--- config.mk ---
export PLATFORM = sky130hd
export DESIGN_NAME = tx_burst_scheduler
export DESIGN_NICKNAME = d
export VERILOG_FILES = /design/src/rtl/tx_sched_pkg.sv /design/src/rtl/ms_tick_gen.sv /design/src/rtl/tx_burst_scheduler.sv
export SDC_FILE = /design/constraint.sdc
export NUM_CORES = 1
export LEC_CHECK = 0
export BUFFER_PORTS_ARGS = -buffer_cell sky130_fd_sc_hd__buf_2
export CAP_MARGIN = 20
export CORE_MARGIN = 10
export CORE_UTILIZATION = 37
export DETAILED_ROUTE_END_ITERATION = 12
export GPL_ROUTABILITY_DRIVEN = 1
export GPL_TIMING_DRIVEN = 1
export PLACE_DENSITY = 0.58
export SYNTH_ARGS = -nofsm -noshare
export SYNTH_HDL_FRONTEND = slang
export SYNTH_SLANG_ARGS = --single-unit
--- constraint.sdc ---
create_clock -name clk -period 2.1 [get_ports clk]
set_input_delay 0.21 -clock clk [delete_from_list [all_inputs] [get_ports clk]]
set_output_delay 0.21 -clock clk [all_outputs]
set_load 0.02 [all_outputs]
--- src/rtl/tx_sched_pkg.sv ---
// ---------------------------------------------------------------------------
// tx_sched_pkg: shared state encoding, ms divider and BCD decode.  Rev 1.0
// ---------------------------------------------------------------------------
`default_nettype none

package tx_sched_pkg;

  localparam int unsigned CLK_FREQ_DEFAULT = 100_000_000;
  localparam int unsigned MS_DIV           = CLK_FREQ_DEFAULT / 1000;

  typedef enum logic [2:0] {
    IDLE     = 3'd0,
    SEND     = 3'd1,
    WAIT_ACK = 3'd2,
    WAIT_TX  = 3'd3,
    GAP      = 3'd4,
    FINISH   = 3'd5
  } state_t;

  // Divider for an arbitrary clock; never below 1 so a tick always exists.
  function automatic int unsigned ms_div(input int unsigned clk_freq);
    return (clk_freq >= 1000) ? clk_freq / 1000 : 1;
  endfunction

  // Two BCD digits to binary; out-of-range nibbles clamp to 9.
  function automatic logic [6:0] bcd_to_bin(input logic [7:0] bcd);
    logic [3:0] tens;
    logic [3:0] ones;
    tens = (bcd[7:4] > 4'd9) ? 4'd9 : bcd[7:4];
    ones = (bcd[3:0] > 4'd9) ? 4'd9 : bcd[3:0];
    return 7'(tens) * 7'd10 + 7'(ones);
  endfunction

endpackage

`default_nettype wire

--- src/rtl/ms_tick_gen.sv ---
// ---------------------------------------------------------------------------
// ms_tick_gen: one-cycle tick every CLK_FREQ/1000 cycles, restartable.  Rev 1.0
// ---------------------------------------------------------------------------
`default_nettype none

module ms_tick_gen
  import tx_sched_pkg::*;
#(
  parameter int unsigned CLK_FREQ = CLK_FREQ_DEFAULT
) (
  input  logic clk,
  input  logic reset,
  input  logic clear,
  output logic tick
);

  localparam int unsigned DIV   = ms_div(CLK_FREQ);
  localparam int unsigned CNT_W = (DIV > 1) ? $clog2(DIV) : 1;
  localparam logic [CNT_W-1:0] CNT_MAX = CNT_W'(DIV - 1);

  logic [CNT_W-1:0] cnt;

  // A clear lands the count at zero so the first tick is exactly DIV cycles later.
  always_ff @(posedge clk or posedge reset) begin
    if (reset) begin
      cnt <= '0;
    end else if (clear || cnt == CNT_MAX) begin
      cnt <= '0;
    end else begin
      cnt <= cnt + 1'b1;
    end
  end

  assign tick = (cnt == CNT_MAX);

endmodule

`default_nettype wire

--- src/rtl/tx_burst_scheduler.sv ---
// ---------------------------------------------------------------------------
// tx_burst_scheduler: sends a burst of identical bytes to the UART with a
// programmable millisecond gap between bytes.  Rev 1.0
// ---------------------------------------------------------------------------
`default_nettype none

module tx_burst_scheduler
  import tx_sched_pkg::*;
#(
  parameter int unsigned CLK_FREQ = CLK_FREQ_DEFAULT
) (
  input  logic       clk,
  input  logic       reset,
  input  logic       start,
  input  logic       abort,
  input  logic [7:0] tx_byte,
  input  logic [7:0] tx_count,
  input  logic [7:0] gap_bcd,
  input  logic       uart_busy,
  output logic       uart_start,
  output logic [7:0] uart_data,
  output logic       busy,
  output logic       done,
  output logic [7:0] bytes_sent
);

  state_t     state;
  state_t     state_nx;
  logic [7:0] remaining;
  logic [6:0] gap_ms;
  logic [6:0] gap_cnt;
  logic       tick;
  logic       tick_clear;
  logic       accept;
  logic       byte_done;

  assign accept    = (state == IDLE) && start;
  // Abort beats a simultaneous busy fall, so that byte is never counted.
  assign byte_done = (state == WAIT_TX) && !uart_busy && !abort;

  always_ff @(posedge clk or posedge reset) begin
    if (reset) begin
      state <= IDLE;
    end else begin
      state <= state_nx;
    end
  end

  always_comb begin
    state_nx   = state;
    tick_clear = 1'b0;
    case (state)
      IDLE: begin
        if (start) begin
          state_nx = (tx_count == 8'd0) ? FINISH : SEND;
        end
      end
      SEND: begin
        state_nx = WAIT_ACK;
      end
      WAIT_ACK: begin
        if (uart_busy) begin
          state_nx = WAIT_TX;
        end
      end
      WAIT_TX: begin
        if (!uart_busy) begin
          if (remaining == 8'd1) begin
            state_nx = FINISH;
          end else if (gap_ms == 7'd0) begin
            state_nx = SEND;
          end else begin
            state_nx = GAP;
          end
        end
      end
      GAP: begin
        if (tick && (gap_cnt + 7'd1 == gap_ms)) begin
          state_nx = SEND;
        end
      end
      FINISH: begin
        state_nx = IDLE;
      end
      default: begin
        state_nx = IDLE;
      end
    endcase

    if (abort && (state == SEND || state == WAIT_ACK ||
                  state == WAIT_TX || state == GAP)) begin
      state_nx = FINISH;
    end

    if (state_nx == GAP && state != GAP) begin
      tick_clear = 1'b1;
    end
  end

  always_ff @(posedge clk or posedge reset) begin
    if (reset) begin
      uart_data  <= 8'h00;
      remaining  <= 8'h00;
      gap_ms     <= 7'd0;
      bytes_sent <= 8'h00;
    end else if (accept) begin
      uart_data  <= tx_byte;
      remaining  <= tx_count;
      gap_ms     <= bcd_to_bin(gap_bcd);
      bytes_sent <= 8'h00;
    end else if (byte_done) begin
      remaining  <= remaining - 8'd1;
      bytes_sent <= bytes_sent + 8'd1;
    end
  end

  always_ff @(posedge clk or posedge reset) begin
    if (reset) begin
      gap_cnt <= 7'd0;
    end else if (tick_clear) begin
      gap_cnt <= 7'd0;
    end else if (state == GAP && tick) begin
      gap_cnt <= gap_cnt + 7'd1;
    end
  end

  ms_tick_gen #(
    .CLK_FREQ(CLK_FREQ)
  ) u_ms_tick_gen (
    .clk  (clk),
    .reset(reset),
    .clear(tick_clear),
    .tick (tick)
  );

  assign uart_start = (state == SEND);
  assign busy       = (state != IDLE);
  assign done       = (state == FINISH);

endmodule

`default_nettype wire

==> summary.md <==
| Metric | Value |
|---|---|
| Syn nets | `394` |
| Net switching power | `2.019 mW` |
| Placer Congestion | `between 0.7 and 0.8` |
| Arrival @ worst endpoint | `2.50 ns` |
| Max Slew Vio Count | `0` |
| Cell Pwr Density | `1201 mW/mm^2` |
| Max-cap violation count | `0` |
| Worst skew pair latency | `0.33 ns` |
| Final Worst Setup Slack | `-0.1478 ns` |
| Crit path cell chain | `or4_4, or4b_4, a211oi_4, buf_6, nor2_4, a211oi_2` |
| Starting Density | `0.3795` |
| CTS Buf Count | `9` |
| DP HPWL | `between 5000 and 6000 um` |
| # H-tree levels | `3` |
| Async S/R FF share, synth | `1.000` |
| Clock Skews | `0.006818 ns` |
| Final WL | `7804 um` |
| Layout cells sized above 1 | `0.2723` |
| Final setup vio count | `26` |
| Outcome | `complete, but fails checks` |
| # diodes | `0` |
| Sequential element share of the synthesized area | `0.4386` |
| Synth top area cells | `dfrtp_1 (44%), nand2_1 (5.9%), xnor2_1 (5.0%)` |
| Internal | `2.967 mW` |
| DIE WIDTH | `between 100 and 150 um` |
| Startpoint types | `register` |
| First-pass GRT wire length | `13590 um` |
| EDFF count, synth | `0` |
| Sw Share | `0.4049` |
| Most common cell in the netlist | `dfrtp_1` |
| Drt pass-1 iters | `4` |
| Worst min path class | `in -> reg` |
| Worst-Margin Slew | `0.6387 ns` |
| Rel. slew slack | `0.5738` |
| DR vias/cell | `5.097` |
| Worst-path clk slew | `0.06 ns` |
| Static leakage | `1.915 nW` |
| Top_reg_cell synth | `dfrtp_1` |
| Starting DRC count in detailed routing | `76` |
| Core ar. | `0.008721 sq mm` |
| Netlist Area Pre-Place | `approximately 0.0033 sq mm` |
| Fin. Hold Viols | `0` |
| Dpl cells | `526` |
| Number of global-route vias before repair | `2920` |
| Final net count | `475` |
| Min Clock Period, post-route | `~2.2 ns` |
| Share of power burned in registers | `0.366` |
| YS warnings | `0` |
| Worst stage delay on the critical path | `0.53 ns` |
| Initial antenna violation count | `0` |
| Vias | `between 2000 and 3000` |
| Buffers on Ports | `47` |
| Site Rows | `34` |
| Largest net degree at the start of global routing | `59` |
| Mapped Cells | `352` |
| Distinct cells, synth | `48` |
| Setup CP Type | `reg -> reg` |
| Final non-filler cell total | `545` |
| Clock power share | `0.184` |
| Mean post-synth cell area | `about 9.4 sq um` |
| Yosys reg bits | `58` |
| Slowest CP cell | `or4_4` |
| Post-Place Cell Area | `a little under 0.004 sq mm` |
| DR WL/cell | `14.32 um` |
| Critical path endpoint category | `register` |
| Antenna Nets Post-Route | `0` |
| Yosys top cell by area | `dfrtp_1` |
| Final instance area | `0.004150 sq mm` |
| Ports | `48` |
| Violated checks | `negative setup slack` |
| Worst vdd ir | `approximately 0.50 mV` |
| Max Fclk | `444.9 MHz` |
| Total gr overflow | `0` |
| Filler cells | `844` |
| Comb pwr share | `0.450` |
| Clk root buf | `clkbuf_8` |
| CTS tree | `done` |
| CP required | `between 2 and 2.5 ns` |
| Total GRT Usage | `0.1259` |
| Die area | `between 0.01 and 0.015 sq mm` |
| CTS sink count | `58` |
| Die H | `114.6 um` |
| Area Growth Syn to Fin | `25.41%` |
| Period utilization | `1.070` |
| Synth top area share | `0.4386` |
| RSZ-0062 raised after global routing | `yes` |
| Worst path buffer plus inverter count | `1` |
| DR DRC count | `0` |
| CP delay by family, top | `simple AND/OR/NAND/NOR gates` |
| Worst-path fanout max | `6` |
| Synth top cells by count | `dfrtp_1 (58), nand2_1 (52), nor2_1 (24)` |
| Max clock buf depth | `2` |
==> what timing repair did <==
item	in CTS	in global routing
buffers inserted	1	0
endpoints found under the setup margin	25	26
endpoints found under the hold margin	58	0
cloned	2	0
pin swaps	21	3
hold buffers	1	0
gates resized for setup	7	5
==> path summary, 6_finish.rpt <==
path                                                       end  cells after the start  slack, ns                startpoint
min in group asynchronous                gap_ms[5]$_DFFE_PP0P_                      4       0.49                     reset
worst min-delay path                  uart_data[7]$_DFFE_PP0P_                      3       0.06                tx_byte[7]
worst max-delay path            u_ms_tick_gen.cnt[5]$_DFF_PP0_                      6      -0.15  remaining[5]$_DFFE_PP0P_
max in group asynchronous             uart_data[1]$_DFFE_PP0P_                      4       1.36                     reset
worst max register to register  u_ms_tick_gen.cnt[5]$_DFF_PP0_                      6      -0.15  remaining[5]$_DFFE_PP0P_
worst min register to register        uart_data[7]$_DFFE_PP0P_                      2       0.47  uart_data[7]$_DFFE_PP0P_
==> registers in the layout, indices dropped and copies added (netlist names) <==
| signal | count |
|---|---|
| gap_ms | 7 |
| u_ms_tick_gen.cnt | 17 |
| state | 3 |
| gap_cnt | 7 |
| remaining | 8 |
| bytes_sent | 8 |
| uart_data | 8 |
==> layer usage <==
| metal | GRT usage | share of wire | vias to the layer above |
|---|---|---|---|
| li1 | - | - | 1407 |
| met1 | 0.1525 | 0.45 | 1312 |
| met2 | 0.2076 | 0.49 | 50 |
| met3 | 0.03721 | 0.049 | 9 |
| met4 | 0.04261 | 0.010 | 0 |
| met5 | 0 | 0 | - |
==> layout make-up <==
type | count | area [sq um] | area share
repair buffers | 80 | 514.2 | 0.1239
clock buffers | 12 | 155.1 | 0.03738
flip-flops and latches | 58 | 1451 | 0.3497
well taps | 108 | 135.1 | 0.03256
inverters | 13 | 48.80 | 0.01176
clock inverters | 3 | 15.01 | 0.003618
multi-input cells | 271 | 1831 | 0.4411
==> placed cells by master, fill, tap and decap left out, drive strengths merged, types with 4 or more instances in the layout <==
cell type  synthesis  layout
nand2             52      52
nor4               9       9
ha                11      11
xnor2             19      19
or4                4       4
nand3             16      16
clkbuf             8      12
a21oi             18      18
buf                4      79
and3               6       6
nand2b             7       7
nor3               5       5
nand4              9       9
xor2              19      19
nor2              25      27
nor3b              5       5
a211oi             9       9
dfrtp             58      58
o21ai             15      15
inv               13      13
==> worst reg2reg max path: stages (launching register included) <==
cell	delay (ns)
dfrtp_1	0.38
or4_4	0.54
or4b_4	0.52
a211oi_4	0.26
buf_6	0.16
nor2_4	0.08
a211oi_2	0.23
==> power groups by stage <==
| stage | clock, mW | combinational, mW | sequential [mW] |
|---|---|---|---|
| detailed placement | 0 | 2.14 | 1.84 |
| finish | 0.915 | 2.24 | 1.83 |
| global placement | 0 | 2.09 | 1.84 |
| CTS | 0.949 | 2.25 | 1.83 |
| floorplan | 0 | 1.33 | 1.92 |
| global route | 0.991 | 2.51 | 1.89 |
==> cell families (layout without fill, tap and decap cells) <==
logic type	after synthesis	count (layout)	synth area share
XOR/XNOR	38	38	0.1006
flip-flops	58	58	0.4386
AND/OR/NAND/NOR	154	156	0.2397
multiplexers	3	3	0.009074
buffers and inverters	25	108	0.03252
adder cells (fa/ha/maj)	13	13	0.05369
AO/OA/AOI/OAI	61	61	0.1259
==> per-stage QoR <==
stage / hold slack, ns / util / power, mW / setup slack, ns / TNS [ns]
after CTS: 0.04913 / 0.4736 / 5.032 / -0.1615 / -3.619
final: 0.06313 / 0.4759 / 4.985 / -0.1478 / -3.185
after global placement: 0.2939 / 0.4465 / 3.927 / -0.1489 / -2.045
after floorplan: 0.2828 / - / 3.255 / -0.09187 / -1.086
after detailed placement: 0.3007 / 0.4465 / 3.973 / -0.2246 / -3.463
after global routing: 0.06751 / 0.4759 / 5.389 / -0.2231 / -5.006
Note: power is estimated with default switching activity, not from simulation.
